$ cat src/rtl/tdc_scan_sequencer.sv
// TDC phase-scan sequencer: steps the PLL phase, fires the carry chain,
// strobes capture, writes the response RAM and clears the chain registers.
module tdc_scan_sequencer #(
  parameter int unsigned N_STEPS     = 512,
  parameter int unsigned N_REPS      = 1,
  parameter int unsigned SETTLE_CYC  = 4,
  parameter int unsigned TIMEOUT_CYC = 1024,
  parameter int unsigned ADDR_W      = ((N_STEPS * N_REPS) > 1) ? $clog2(N_STEPS * N_REPS) : 1
) (
  input  logic              clk,
  input  logic              rst,
  input  logic              start,
  input  logic              abort,
  input  logic              pll_locked,
  input  logic              phase_done,
  output logic              phase_en,
  output logic              tdc_fire,
  output logic              reg_ena,
  output logic              reg_clr,
  output logic              mem_we,
  output logic [ADDR_W-1:0] mem_addr,
  output logic              busy,
  output logic              done,
  output logic [1:0]        err
);

  localparam int unsigned STEP_W = (N_STEPS > 1) ? $clog2(N_STEPS) : 1;
  localparam int unsigned REP_W  = (N_REPS > 1) ? $clog2(N_REPS) : 1;
  localparam int unsigned SET_W  = (SETTLE_CYC > 1) ? $clog2(SETTLE_CYC) : 1;
  localparam int unsigned TO_W   = $clog2(TIMEOUT_CYC + 1);

  localparam logic [1:0] ERR_TIMEOUT  = 2'b01;
  localparam logic [1:0] ERR_LOCKLOST = 2'b10;

  typedef enum logic [3:0] {
    S_IDLE,
    S_LOCK,
    S_PH_REQ,
    S_PH_ACK,
    S_PH_WAIT,
    S_SETTLE,
    S_FIRE,
    S_CAPT,
    S_CLR,
    S_DONE,
    S_ERROR
  } state_t;

  state_t            state;
  logic [STEP_W-1:0] step;
  logic [REP_W-1:0]  rep;
  logic [SET_W-1:0]  set_cnt;
  logic [TO_W-1:0]   to_cnt;

  logic lock_lost_c;
  logic timeout_c;

  // Lock loss is only meaningful once LOCK has been passed; timeouts only in handshake waits
  assign lock_lost_c = !pll_locked &&
                       (state inside {S_PH_REQ, S_PH_ACK, S_PH_WAIT, S_SETTLE, S_FIRE, S_CAPT, S_CLR});
  assign timeout_c   = (to_cnt == TO_W'(TIMEOUT_CYC)) &&
                       (state inside {S_LOCK, S_PH_ACK, S_PH_WAIT});

  // Sequencer FSM; every output is registered and set on entry to the state that owns it
  always_ff @(posedge clk) begin
    if (rst) begin
      state    <= S_IDLE;
      phase_en <= 1'b0;
      tdc_fire <= 1'b0;
      reg_ena  <= 1'b0;
      reg_clr  <= 1'b0;
      mem_we   <= 1'b0;
      mem_addr <= '0;
      busy     <= 1'b0;
      done     <= 1'b0;
      err      <= 2'b00;
      step     <= '0;
      rep      <= '0;
      set_cnt  <= '0;
      to_cnt   <= '0;
    end else begin
      tdc_fire <= 1'b0;
      reg_ena  <= 1'b0;
      reg_clr  <= 1'b0;
      mem_we   <= 1'b0;
      if (abort) begin
        state    <= S_IDLE;
        phase_en <= 1'b0;
        mem_addr <= '0;
        busy     <= 1'b0;
        done     <= 1'b0;
        err      <= 2'b00;
        step     <= '0;
        rep      <= '0;
        set_cnt  <= '0;
        to_cnt   <= '0;
      end else if (lock_lost_c) begin
        state    <= S_ERROR;
        phase_en <= 1'b0;
        busy     <= 1'b0;
        err      <= ERR_LOCKLOST;
      end else if (timeout_c) begin
        state    <= S_ERROR;
        phase_en <= 1'b0;
        busy     <= 1'b0;
        err      <= ERR_TIMEOUT;
      end else begin
        case (state)
          S_IDLE, S_DONE, S_ERROR: begin
            if (start) begin
              state    <= S_LOCK;
              busy     <= 1'b1;
              done     <= 1'b0;
              err      <= 2'b00;
              step     <= '0;
              rep      <= '0;
              mem_addr <= '0;
              to_cnt   <= '0;
            end
          end
          S_LOCK: begin
            if (pll_locked) begin
              state   <= S_SETTLE;
              set_cnt <= '0;
            end else begin
              to_cnt <= to_cnt + TO_W'(1);
            end
          end
          S_PH_REQ: begin
            state  <= S_PH_ACK;
            to_cnt <= '0;
          end
          S_PH_ACK: begin
            if (!phase_done) begin
              state    <= S_PH_WAIT;
              phase_en <= 1'b0;
              to_cnt   <= '0;
            end else begin
              to_cnt <= to_cnt + TO_W'(1);
            end
          end
          S_PH_WAIT: begin
            if (phase_done) begin
              state   <= S_SETTLE;
              set_cnt <= '0;
            end else begin
              to_cnt <= to_cnt + TO_W'(1);
            end
          end
          S_SETTLE: begin
            if (set_cnt == SET_W'(SETTLE_CYC - 1)) begin
              state    <= S_FIRE;
              tdc_fire <= 1'b1;
              reg_ena  <= 1'b1;
            end else begin
              set_cnt <= set_cnt + SET_W'(1);
            end
          end
          S_FIRE: begin
            state  <= S_CAPT;
            mem_we <= 1'b1;
          end
          S_CAPT: begin
            state   <= S_CLR;
            reg_clr <= 1'b1;
          end
          S_CLR: begin
            if (rep != REP_W'(N_REPS - 1)) begin
              state    <= S_FIRE;
              rep      <= rep + REP_W'(1);
              mem_addr <= mem_addr + ADDR_W'(1);
              tdc_fire <= 1'b1;
              reg_ena  <= 1'b1;
            end else if (step != STEP_W'(N_STEPS - 1)) begin
              state    <= S_PH_REQ;
              rep      <= '0;
              step     <= step + STEP_W'(1);
              mem_addr <= mem_addr + ADDR_W'(1);
              phase_en <= 1'b1;
            end else begin
              state <= S_DONE;
              busy  <= 1'b0;
              done  <= 1'b1;
            end
          end
          default: begin
            state    <= S_IDLE;
            phase_en <= 1'b0;
            busy     <= 1'b0;
          end
        endcase
      end
    end
  end

endmodule
$ cat config.mk
export PLATFORM = sky130hd
export DESIGN_NAME = tdc_scan_sequencer
export DESIGN_NICKNAME = d
export VERILOG_FILES = /design/src/rtl/tdc_scan_sequencer.sv
export SDC_FILE = /design/constraint.sdc
export NUM_CORES = 1
export LEC_CHECK = 0
export BUFFER_PORTS_ARGS = -buffer_cell sky130_fd_sc_hd__buf_2
export CORE_MARGIN = 3
export CORE_UTILIZATION = 40
export CTS_BUF_LIST = sky130_fd_sc_hd__clkbuf_2
export CTS_CLUSTER_DIAMETER = 60
export CTS_CLUSTER_SIZE = 25
export DETAILED_ROUTE_END_ITERATION = 10
export GPL_TIMING_DRIVEN = 0
export HOLD_SLACK_MARGIN = 0.02
export PLACE_DENSITY = 0.57
export SYNTH_ARGS = -nofsm -noshare
export SYNTH_HDL_FRONTEND = slang
export SYNTH_SLANG_ARGS = --single-unit
export TNS_END_PERCENT = 30
$ cat constraint.sdc
create_clock -name clk -period 3.9 [get_ports clk]
set_input_delay 1.17 -clock clk [delete_from_list [all_inputs] [get_ports clk]]
set_output_delay 1.17 -clock clk [all_outputs]
set_load 0.02 [all_outputs]
After elaboration in Yosys (flattened, before gate mapping)
Index checks and enable logic that the tools add are counted.
W data, S select, Z words.

operators by class
  bitwise gates (word level) = 4
  eq/ne operators = 30
  add/subtract/negate cells = 5
  reduce and logical (&&, ||, !) cells = 31
  mux-type cells = 49

operators with widths
  cell                     count
  $pmux W11 S5             1
  $mux W9                  5
  $mux W11                 4
  $mux W4                  9
  $pmux W4 S9              1
  $pmux W9 S2              2
  $reduce_and A6 Y1        4
  $add A9 B1 Y9 const B    2
  $ne A2 B2 Y1 const B     9
  $eq A4 B3 Y1 const B     4
  $ne A4 B4 Y1 const B     4
  $reduce_and A5 Y1        3
  $mux W1                  14
  $mux W2                  7
  $eq A4 B4 Y1 const B     3
  $reduce_and A4 Y1        3
  $reduce_bool A3 Y1       4
  $add A11 B1 Y11 const B  1
  $eq A11 B11 Y1 const B   1
  $ne A9 B9 Y1 const B     1
  $reduce_or A9 Y1         1
  $eq A4 B2 Y1 const B     2
  $reduce_bool A7 Y1       1
  $reduce_or A7 Y1         1
  other kinds (20)         32

word-level totals
  bits of input ports = 6
  flip-flop bits (word level) = 44

Depth between registers and ports, before layout
Gate-level depths: netlist (run 1).

  depth after elaboration = 6
  gate-level depth with buffers = 12
  depth with buffers taken out = 9

Least setup slack after synthesis (run 1)
No wires, ideal clock.

  path kind = input-to-reg
  start point = input port phase_done
  end point = register to_cnt[10]
  stages on the path = 5
  arrival time = 2.531 ns
  required time = 3.765 ns
  slack = 1.235 ns
  buffers on the path = 0
  cells stage by stage = and3b_1 o21ba_2 or4b_1 o21ai_2 a31oi_1

on the way
  cells in the longest elaborated chain, start to end = 2
  elaborated cells on any way between the ends = 4
  classes of those cells = eq/ne (1); mux (2); reduce/logical (1)

ends and longest elaborated chain
  item                                                      line  source
  start, declared                                           15    input logic phase_done,
  $mux W11 / $ne A2 B2 Y1 (equally long branches)           -
  $pmux W11 S5 / $reduce_and A6 Y1 (equally long branches)  -
  end signal, assigned                                      126   to_cnt <= to_cnt + TO_W'(1);
  end signal, assigned                                      139   to_cnt <= to_cnt + TO_W'(1);
  end signal, assigned                                      147   to_cnt <= to_cnt + TO_W'(1);
  end, declared                                             53    logic [TO_W-1:0] to_cnt;

Parallel ways exist; a longest one is shown, timed or not.
A chain may end at the register's enable or synchronous reset.

Final worst setup path (run 1)
  start point = register step[0]
  end point = register step[1]

on the way
  cells in the longest elaborated chain, start to end = 4
  elaborated cells on any way between the ends = 7
  classes of those cells = add/sub (1); eq/ne (2); mux (3); reduce/logical (1)

ends and longest elaborated chain
  item                    line  source
  start, declared         50    logic [STEP_W-1:0] step;
  start signal, assigned  177   step <= step + STEP_W'(1);
  $add A9 B1 Y9           177
  $mux W9                 174   end else if (step != STEP_W'(N_STEPS - 1)) begin
  $mux W9                 168   if (rep != REP_W'(N_REPS - 1)) begin
  $pmux W9 S2             108   case (state)

Parallel ways exist; a longest one is shown, timed or not. The select of a mux whose other input is x is not followed.

==> impl_metrics.py, run 1 <==
metrics = {
    "cells_and_area": {
        "final_nets": 354,
        "seqCellArea_um2": 861,
        "fin_area_um2": 2760,
        "layout-drive-gt1-share_pct": 15.2,
        "multiInputGateArea_um2": 1500,
        "final_cells": 418,
        "syn_to_final_growth_pct": 9.79,
        "antenna_cells": 0,
        "fillers": 611,
    },
    "sta": {
        "max_slew_margin_pct": 24.2,
        "setup_viol": 0,
        "finalHoldViolCount": 0,
        "worstMarginPinSlew_ns": 1.11,
        "fmax_mhz": 349,
        "skew_ns": 0.0297,
        "setup_ws_ns": 1.04,
        "period_minus_slack_ns": 2.86,
        "period_share_pct": 73.4,
        "tns_ns": 0,
        "rsz0062_at_grt": "false",
        "slew_violations": 0,
    },
    "worst_setup_path": {
        "cp.required_ns": 4.26,
        "crit_family": "buffers and inverters",
        "cp.arrival_ns": 3.22,
        "path_class": "flip-flop to flip-flop",
        "rrSetupSlack_ns": 1.04,
        "cp_slowest_stage_delay_ns": 0.44,
        "worst_setup_path_start_kind": "flip-flop",
        "worst_path_max_delay_cell": "clkbuf_1",
        "crit_top_cell": "clkbuf_1",
        "crit_path_end_kind": "flip-flop",
        "worstPathMaxFanout": 10,
        "r2r_start": "step[0]$_SDFFE_PP0P_",
        "r2r-end": "step[1]$_SDFFE_PP0P_",
        "reg2reg_depth": 12,
        "crit_buf_inv": 3,
        "crit_chain": "ha_1, nand3_1, nor2_1, ha_1, clkbuf_1, nor2b_1, o21ai_1, a31o_2, clkbuf_1, clkbuf_1, o21ai_0, a21oi_1",
    },
    "clocking": {
        "clock_sinks": 43,
        "clk_path_buf_depth": 2,
        "cts_hold_buf": 0,
        "cts_setup_buffers": 0,
        "h-tree-depth": 2,
        "cts-root-buf": "clkbuf_2",
        "clock_latency_ns": 0.42,
        "numCtsBuffers": 5,
        "cts.clk_slew.worst_paths_ns": 0.21,
        "cts_tree": "done",
        "cts_resized": 0,
    },
    "die": {
        "core_um2": 5990,
        "die_h_um": 85.3,
        "start_util_pct": 42.0,
        "chipWidth_um": 85.3,
        "rows": 28,
        "dieArea_um2": 7280,
        "ios": 24,
    },
    "placed_design": {
        "placed_area_um2": 2730,
        "dp_cells": 410,
        "detailedPlace.worstSlack_ns": 0.855,
        "dp_hpwl_mm": 4.60,
        "place.gp.congestion": 0.830,
        "portBuffers": 23,
    },
    "pwr": {
        "leakagePower_nw": 0.974,
        "p_int_w": 0.000568,
        "p_total_w": 0.000884,
        "power-per-cell-area_nw_per_um2": 320,
        "share_comb_of_total_power_pct": 26.7,
        "seqPwrFrac_pct": 51.4,
        "p_switching_w": 0.000316,
        "peakVddDrop_mv": 0.178,
        "swShare_pct": 35.7,
        "clkPwrFrac_pct": 21.9,
    },
    "hold_path": {
        "worstHoldStart": "to_cnt[10]$_SDFFE_PP0P_",
        "holdPathStages": 1,
        "hold_end": "to_cnt[10]$_SDFFE_PP0P_",
        "hold_path.class": "flip-flop to flip-flop",
    },
    "grt": {
        "first_global_vias": 2299,
        "track_usage_pct": 18.1,
        "antenna_found_initial": 0,
        "grt_pass1_wl_mm": 10.8,
        "grt_max_degree": 13,
        "gr-total-overflow": 0,
    },
    "yosys": {
        "synth_edf_count": 0,
        "syn-cell-area_um2": 2520,
        "async_reset_ff_share_pct": 0,
        "ys_seq_area_share_pct": 34.2,
        "synth_nets": 324,
        "syn_area_per_cell_um2": 8.07,
        "synth_cell_type_count": 55,
        "synth_top_family_by_area": "simple AND/OR/NAND/NOR gates",
        "ys_dominant_reg_cell": "dfxtp_1",
        "synthCells": 312,
        "ys_warn_count": 0,
        "synth_compound_area_share_pct": 26.4,
        "synth_simple_gate_area_share_pct": 27.5,
        "ys_ff_latch": 43,
        "synth_fa_ha_area_share_pct": 2.98,
        "synth_xor_area_share_pct": 1.04,
        "synthMuxAreaShare_pct": 1.59,
    },
    "drt": {
        "postRouteAntennaNets": 0,
        "totalWireLength_mm": 6.51,
        "drtIter0Drc": 103,
        "via_per_inst": 6.00,
        "num_vias": 2507,
        "drc_errors": 0,
        "drt_pass1_iterations": 4,
        "wire_per_inst_um": 15.6,
    },
    "run_status": {
        "outcome": "finished clean",
    },
    "job": {
        "cap_violations": 0,
    },
}
-- worst max-delay path by stage --
stage / slack (ns) / start / end / cells past startpoint
5_1_grt: 0.65 / step[0]$_SDFFE_PP0P_ / mem_addr[8]$_SDFFE_PP0P_ / 12
3_3_place_gp: 0.88 / phase_done / to_cnt[9]$_SDFFE_PP0P_ / 6
4_1_cts: 1.04 / step[0]$_SDFFE_PP0P_ / step[1]$_SDFFE_PP0P_ / 12
3_5_place_dp: 0.85 / phase_done / to_cnt[8]$_SDFFE_PP0P_ / 6
6_report: 1.04 / step[0]$_SDFFE_PP0P_ / step[1]$_SDFFE_PP0P_ / 12
2_1_floorplan: 1.23 / phase_done / to_cnt[10]$_SDFFE_PP0P_ / 5
-- layer usage --
| metal | global-route usage (%) | routed length (um) |
|---|---|---|
| met1 | 25.0 | 3260 |
| met2 | 29.0 | 2930 |
| met3 | 3.30 | 257 |
| met4 | 4.75 | 61 |
| met5 | 0 | 0 |
-- cells by family after synthesis --
kind of cell    Yosys count
compound gates          100
buf+inv                  31
flops                    43
xor+xnor                  3
mux                       4
fa+ha+maj                 6
simple gates            125
-- state kept, by name, indices dropped and copies added, names as in the netlist --
register and cells:
busy 1, done 1, err 2, mem_addr 9, mem_we 1, phase_en 1
reg_clr 1, reg_ena 1, set_cnt 2, state 4, step 9, to_cnt 11
-- layout by cell type (no fill, tap or decap), types with 3 or more instances in the layout --
master     n
dfxtp_1   43
buf_2     28
nand2_1   25
a31oi_1   24
a21oi_1   22
nor2_1    16
o21ai_0   16
nand3_1   13
clkbuf_1  13
o31ai_1   12
nor3_1    11
or4_1     10
nand2b_1   9
inv_1      7
clkbuf_2   7
nor4_1     6
nor2b_1    6
ha_1       6
nand4_1    5
or3_1      5
and3_1     5
mux2i_1    4
clkinv_1   3
nand4b_1   3
xor2_1     3
a22oi_1    3
or2_2      3
-- power groups by stage --
stage | Combinational (W) | Clock [W] | Sequential, W
after global placement | 0.000232 | 0 | 0.000462
after floorplan | 0.000168 | 0 | 0.000465
final | 0.000236 | 0.000193 | 0.000454
after detailed placement | 0.000234 | 0 | 0.000463
after CTS | 0.000235 | 0.000202 | 0.000455
after global routing | 0.000260 | 0.000209 | 0.000456
-- synthesized netlist by cell type, types with 6 or more instances --
master    count  area [um^2]
nor4_1        6         37.5
or4_1        10         75.1
a31oi_1      24          150
inv_1         7         26.3
nor3_1       11         55.1
nor2b_1       6         37.5
dfxtp_1      43          861
ha_1          6         75.1
clkbuf_1     13         48.8
o31ai_1      12         90.1
nand2b_1      9         56.3
o21ai_0      16         80.1
nor2_1       16         60.1
nand2_1      25         93.8
a21oi_1      22          110
nand3_1      13         65.1
-- stage by stage --
step / util (%) / hold slack (ns)
5_1_grt: 46.1 / 0.517
6_report: 46.1 / 0.480
3_5_place_dp: 45.5 / 0.460
3_3_place_gp: 45.5 / 0.448
2_1_floorplan: - / 0.431
4_1_cts: 46.1 / 0.483
-- final cells by class --
| cell class | instances | share of cell area, % |
|---|---|---|
| tap | 75 | 3.40 |
| inverter | 8 | 1.09 |
| buffer | 23 | 4.62 |
| multi-input combinational | 238 | 54.2 |
| timing repair buffer | 23 | 4.16 |
| clock buffer | 6 | 1.09 |
| clock inverter | 2 | 0.272 |
| sequential | 43 | 31.1 |
Power figures use the tool's default switching activity.
==> run 2: changes to the inputs <==
Clock period 3.9 ns to 2.7 ns, I/O delays scaled along.
==> impl_metrics.py, run 2 (synthesized netlist as in run 1, its figures left out) <==
metrics = {
    "cells_and_area": {
        "largest_register_ffs": 11,
        "final_cell_mix": "dfxtp_1 (43), buf_2 (28), nand2_1 (25)",
        "biggestRegsByFlops": "to_cnt x11, mem_addr x9, step x9",
        "syn_to_final_growth_pct": 9.59,
        "final_cells": 416,
        "layout-drive-gt1-share_pct": 15.8,
        "regMostFlops": "to_cnt",
        "final_common_cell": "dfxtp_1",
        "antenna_cells": 0,
        "final_nets": 352,
        "fin_area_um2": 2760,
    },
    "placed_design": {
        "dp_hpwl_mm": 4.60,
        "placed_area_um2": 2730,
        "detailedPlace.worstSlack_ns": -0.107,
        "portBuffers": 23,
        "place.gp.congestion": 0.830,
        "dp_cells": 410,
    },
    "sta": {
        "rsz0062_at_grt": "false",
        "whs_ns": 0.480,
        "period_minus_slack_ns": 2.41,
        "period_share_pct": 89.4,
        "fmax_mhz": 414,
        "setup_viol": 0,
        "skew_ns": 0.0392,
        "tns_ns": 0,
        "worstMarginPinSlew_ns": 1.03,
        "slew_violations": 0,
        "max_slew_margin_pct": 29.4,
        "finalHoldViolCount": 0,
        "setup_ws_ns": 0.287,
    },
    "worst_setup_path": {
        "path_class": "flip-flop to flip-flop",
        "worstPathMaxFanout": 12,
        "crit_path_end_kind": "flip-flop",
        "rrSetupSlack_ns": 0.29,
        "cp.required_ns": 3.00,
        "worst_setup_path_start_kind": "flip-flop",
        "cp_slowest_stage_delay_ns": 0.38,
        "crit_chain": "ha_1, nand3_1, nor2_1, ha_1, nor2b_1, o21ai_1, a31o_2, clkbuf_2, o41ai_1, a21oi_1",
        "crit_top_cell": "ha_1",
        "cp.arrival_ns": 2.71,
        "crit_family": "compound AO/OA/AOI/OAI gates",
        "crit_buf_inv": 1,
        "worst_path_max_delay_cell": "dfxtp_1",
    },
    "die": {
        "rows": 28,
        "chipWidth_um": 85.3,
        "start_util_pct": 42.0,
        "ios": 24,
        "core_um2": 5990,
        "die_h_um": 85.3,
        "dieArea_um2": 7280,
    },
    "grt": {
        "grt_pass1_wl_mm": 10.8,
        "antenna_found_initial": 0,
        "gr-total-overflow": 0,
        "first_global_vias": 2302,
        "track_usage_pct": 18.1,
        "grt_max_degree": 13,
    },
    "drt": {
        "num_vias": 2479,
        "totalWireLength_mm": 6.49,
        "wire_per_inst_um": 15.6,
        "postRouteAntennaNets": 0,
        "drt_pass1_iterations": 4,
        "drc_errors": 0,
        "via_per_inst": 5.96,
        "drtIter0Drc": 100,
    },
    "clocking": {
        "numCtsBuffers": 5,
        "cts_tree": "done",
        "clk_path_buf_depth": 2,
        "clock_latency_ns": 0.42,
        "h-tree-depth": 2,
        "clock_sinks": 43,
        "cts_hold_buf": 0,
        "cts-root-buf": "clkbuf_2",
        "cts.clk_slew.worst_paths_ns": 0.21,
    },
    "pwr": {
        "leakagePower_nw": 0.978,
        "peakVddDrop_mv": 0.251,
        "power-per-cell-area_nw_per_um2": 461,
    },
    "hold_path": {
        "hold_path.class": "flip-flop to flip-flop",
    },
    "run_status": {
        "outcome": "finished clean",
    },
    "job": {
        "cap_violations": 0,
    },
}
[run 2: cell count changes in the layout (fill, tap and decap cells not counted)]
cell	delta
clkbuf_2	+2
clkbuf_1	-4
[run 2: cell type report]
class	count	area [um^2]
clock buffer	6	30.0
timing repair buffer	23	115
sequential	43	861
clock inverter	2	7.51
fill	609	3230
tap	75	93.8
buffer	21	123
multi-input combinational	238	1500
inverter	8	30.0
[run 2: where the power goes]
part           internal (W)  switching [W]
Combinational      0.000111       0.000228
Sequential         0.000648     0.00000815
Clock             0.0000624       0.000213
Total              0.000821       0.000449
[run 2: through the flow]
stage / util [%] / total power, W
2_1_floorplan: - / 0.000914
3_3_place_gp: 45.5 / 0.00100
3_5_place_dp: 45.5 / 0.00101
4_1_cts: 46.1 / 0.00129
5_1_grt: 46.1 / 0.00133
6_report: 46.1 / 0.00127
[run 2: path summary, 6_finish.rpt]
path,start,end,cells after the start
max,step[0]$_SDFFE_PP0P_,step[7]$_SDFFE_PP0P_,10
min,to_cnt[10]$_SDFFE_PP0P_,to_cnt[10]$_SDFFE_PP0P_,1
max reg2reg,step[0]$_SDFFE_PP0P_,step[7]$_SDFFE_PP0P_,10
min reg2reg,to_cnt[10]$_SDFFE_PP0P_,to_cnt[10]$_SDFFE_PP0P_,1
[run 2: timing repair]
item / CTS / global route
hold endpoints to repair: 0 / 0
pin swaps: 0 / 0
setup endpoints to repair: 10 / 18
resized for setup: 1 / 2
buffers inserted: 0 / 0
[run 2: layer usage]
layer / wire [um] / global-route usage [%]
met3: 283 / 3.20
met4: 51 / 4.75
met2: 2980 / 29.2
met1: 3180 / 24.9
met5: 0 / 0
==> run 3: changes to the inputs <==
Settings changed: ABC_AREA set to 1, PLACE_DENSITY 0.57 to 0.56.
==> impl_metrics.py, run 3 <==
metrics = {
    "grt": {
        "grt_pass1_wl_mm": 11.6,
        "antenna_found_initial": 0,
        "top_usage_layer": "met2",
        "grt_util_met1_pct": 27.9,
        "track_usage_pct": 19.2,
        "gr-total-overflow": 0,
        "grtUsageMet3_pct": 2.92,
        "grt.met2_usage_pct": 29.7,
        "grt_max_degree": 14,
        "first_global_vias": 2405,
    },
    "clocking": {
        "cts_tree": "done",
        "cts_setup_buffers": 0,
        "clk_path_buf_depth": 2,
        "numCtsBuffers": 5,
        "clock_latency_ns": 0.43,
        "cts_resized": 0,
        "h-tree-depth": 2,
        "cts-root-buf": "clkbuf_2",
        "cts_hold_buf": 0,
        "cts.clk_slew.worst_paths_ns": 0.24,
        "clock_sinks": 43,
    },
    "yosys": {
        "yosysMostFrequentCell": "nand2_1",
        "synth_cell_type_count": 29,
        "ys_top_cells_by_count": "nand2_1 (115), nor2_1 (78), dfxtp_1 (43)",
        "ys_dominant_reg_cell": "dfxtp_1",
        "syn_area_per_cell_um2": 6.23,
        "synthCells": 429,
        "syn-cell-area_um2": 2670,
        "synth_nets": 441,
        "ys_warn_count": 0,
        "yosysTopAreaCellShare_pct": 32.2,
        "ys_ff_latch": 43,
        "yosys.area.top_type": "dfxtp_1",
        "async_reset_ff_share_pct": 0,
        "synth_edf_count": 0,
        "synth.area.top_cells": "dfxtp_1 (32%), nand2_1 (16%), nor2_1 (11%)",
        "ys_seq_area_share_pct": 32.2,
    },
    "drt": {
        "totalWireLength_mm": 6.88,
        "wire_per_inst_um": 12.8,
        "num_vias": 2661,
        "drtIter0Drc": 176,
        "via_per_inst": 4.96,
        "drt_pass1_iterations": 4,
        "drc_errors": 0,
        "postRouteAntennaNets": 0,
    },
    "cells_and_area": {
        "fillers": 705,
        "antenna_cells": 0,
        "largest_register_ffs": 11,
        "multiInputGateArea_um2": 1570,
        "final_common_cell": "nand2_1",
        "seqCellArea_um2": 861,
        "syn_to_final_growth_pct": 9.51,
        "final_nets": 471,
        "layout-drive-gt1-share_pct": 13.9,
        "fin_area_um2": 2930,
        "final_cell_mix": "nand2_1 (115), nor2_1 (78), dfxtp_1 (43)",
        "regMostFlops": "to_cnt",
        "biggestRegsByFlops": "to_cnt x11, mem_addr x9, step x9",
    },
    "pwr": {
        "clkPwrFrac_pct": 16.3,
        "leakagePower_nw": 1.30,
        "power-per-cell-area_nw_per_um2": 616,
        "seqPwrFrac_pct": 40.1,
        "p_int_w": 0.000991,
        "p_switching_w": 0.000810,
        "p_total_w": 0.00180,
        "peakVddDrop_mv": 0.214,
        "swShare_pct": 45.0,
        "share_comb_of_total_power_pct": 43.5,
    },
    "worst_setup_path": {
        "endpoint": "step[5]$_SDFFE_PP0P_",
        "crit_family": "simple AND/OR/NAND/NOR gates",
        "worstPathMaxFanout": 10,
        "reg2reg_depth": 11,
        "r2r_start": "step[0]$_SDFFE_PP0P_",
        "worst_setup_path_start_kind": "flip-flop",
        "worstSetupStartpoint": "step[0]$_SDFFE_PP0P_",
        "crit_buf_inv": 1,
        "cp.required_ns": 3.07,
        "crit_path_end_kind": "flip-flop",
        "cp_slowest_stage_delay_ns": 0.43,
        "worst_path_max_delay_cell": "dfxtp_1",
        "path_class": "flip-flop to flip-flop",
        "crit_chain": "ha_1, nand2_1, nor3_1, nand2_1, nor2_1, ha_1, nand2_1, nand3_2, clkbuf_2, o21ai_0, a21oi_1",
        "crit_top_cell": "nand2_1",
        "cp.depth": 11,
        "r2r-end": "step[5]$_SDFFE_PP0P_",
        "rrSetupSlack_ns": 0.44,
        "cp.arrival_ns": 2.62,
    },
    "placed_design": {
        "placed_area_um2": 2880,
        "portBuffers": 23,
        "dp_hpwl_mm": 5.06,
        "place.gp.congestion": 0.924,
    },
    "run_status": {
        "outcome": "finished clean",
    },
    "sta": {
        "max_slew_margin_pct": 62.2,
        "fmax_mhz": 443,
        "period_share_pct": 83.6,
        "setup_viol": 0,
        "rsz0062_at_grt": "false",
        "period_minus_slack_ns": 2.26,
        "finalHoldViolCount": 0,
        "tns_ns": 0,
        "skew_ns": 0.0157,
        "worstMarginPinSlew_ns": 0.561,
        "slew_violations": 0,
    },
    "die": {
        "die_h_um": 87.7,
        "chipWidth_um": 87.7,
        "dieArea_um2": 7690,
        "rows": 29,
        "core_um2": 6420,
        "start_util_pct": 41.6,
        "ios": 24,
    },
    "job": {
        "cap_violations": 0,
    },
    "hold_path": {
        "worstHoldStart": "busy$_SDFFE_PP0P_",
        "hold_path.class": "flip-flop to flip-flop",
    },
}
run 3: through the flow:
| step | setup slack (ns) | cells | hold WS [ns] | util, % |
|---|---|---|---|---|
| 6_report | 0.443 | 537 | 0.486 | 45.5 |
| 5_1_grt | 0.204 | 537 | 0.520 | 45.5 |
| 4_1_cts | 0.414 | 537 | 0.483 | 45.5 |
| 3_5_place_dp | 0.474 | 529 | 0.456 | 44.9 |
| 3_3_place_gp | 0.505 | 529 | 0.450 | 44.9 |
| 2_1_floorplan | 0.884 | 429 | 0.450 | - |
run 3: cells by family (layout without fill, tap and decap cells):
group	after synthesis	in the layout	synth area share [%]
xor+xnor	11	11	3.61
compound gates	53	53	10.2
simple gates	260	260	42.2
fa+ha+maj	6	6	2.81
flops	43	43	32.2
buf+inv	56	87	8.95
run 3: worst register-to-register path, cell delays in order, from the launching register on:
cell and delay [ns]:
dfxtp_1 0.43, ha_1 0.18, nand2_1 0.08, nor3_1 0.24, nand2_1 0.10, nor2_1 0.15, ha_1 0.20, nand2_1 0.14
nand3_2 0.19, clkbuf_2 0.27, o21ai_0 0.12, a21oi_1 0.13
run 3: cell type report:
cell class                 instances  area share (%)
multi-input combinational        330            53.7
sequential                        43            29.4
inverter                          43            5.52
timing repair buffer              23            3.93
tap                               77            3.29
buffer                            13            2.65
clock buffer                       6            1.03
clock inverter                     2           0.428
run 3: power by group through the flow:
| stage | Combinational [W] | Clock, W | Sequential [W] |
|---|---|---|---|
| after floorplan | 0.000580 | 0 | 0.000737 |
| after global placement | 0.000786 | 0 | 0.000733 |
| after detailed placement | 0.000781 | 0 | 0.000734 |
| after CTS | 0.000784 | 0.000311 | 0.000722 |
| after global routing | 0.000896 | 0.000339 | 0.000730 |
| final | 0.000784 | 0.000294 | 0.000723 |
run 3: worst min-delay path by stage:
| stage | cells past startpoint | to |
|---|---|---|
| 2_1_floorplan | 2 | step[5]$_SDFFE_PP0P_ |
| 3_3_place_gp | 2 | busy$_SDFFE_PP0P_ |
| 3_5_place_dp | 2 | busy$_SDFFE_PP0P_ |
| 4_1_cts | 2 | busy$_SDFFE_PP0P_ |
| 5_1_grt | 2 | err[0]$_SDFFE_PP0P_ |
| 6_report | 2 | busy$_SDFFE_PP0P_ |
run 3: metal layers:
layer	wire length (um)	share of wire (%)
met1	3580	52
met2	3020	44
met3	252	3.7
met4	31	0.45
met5	0	0
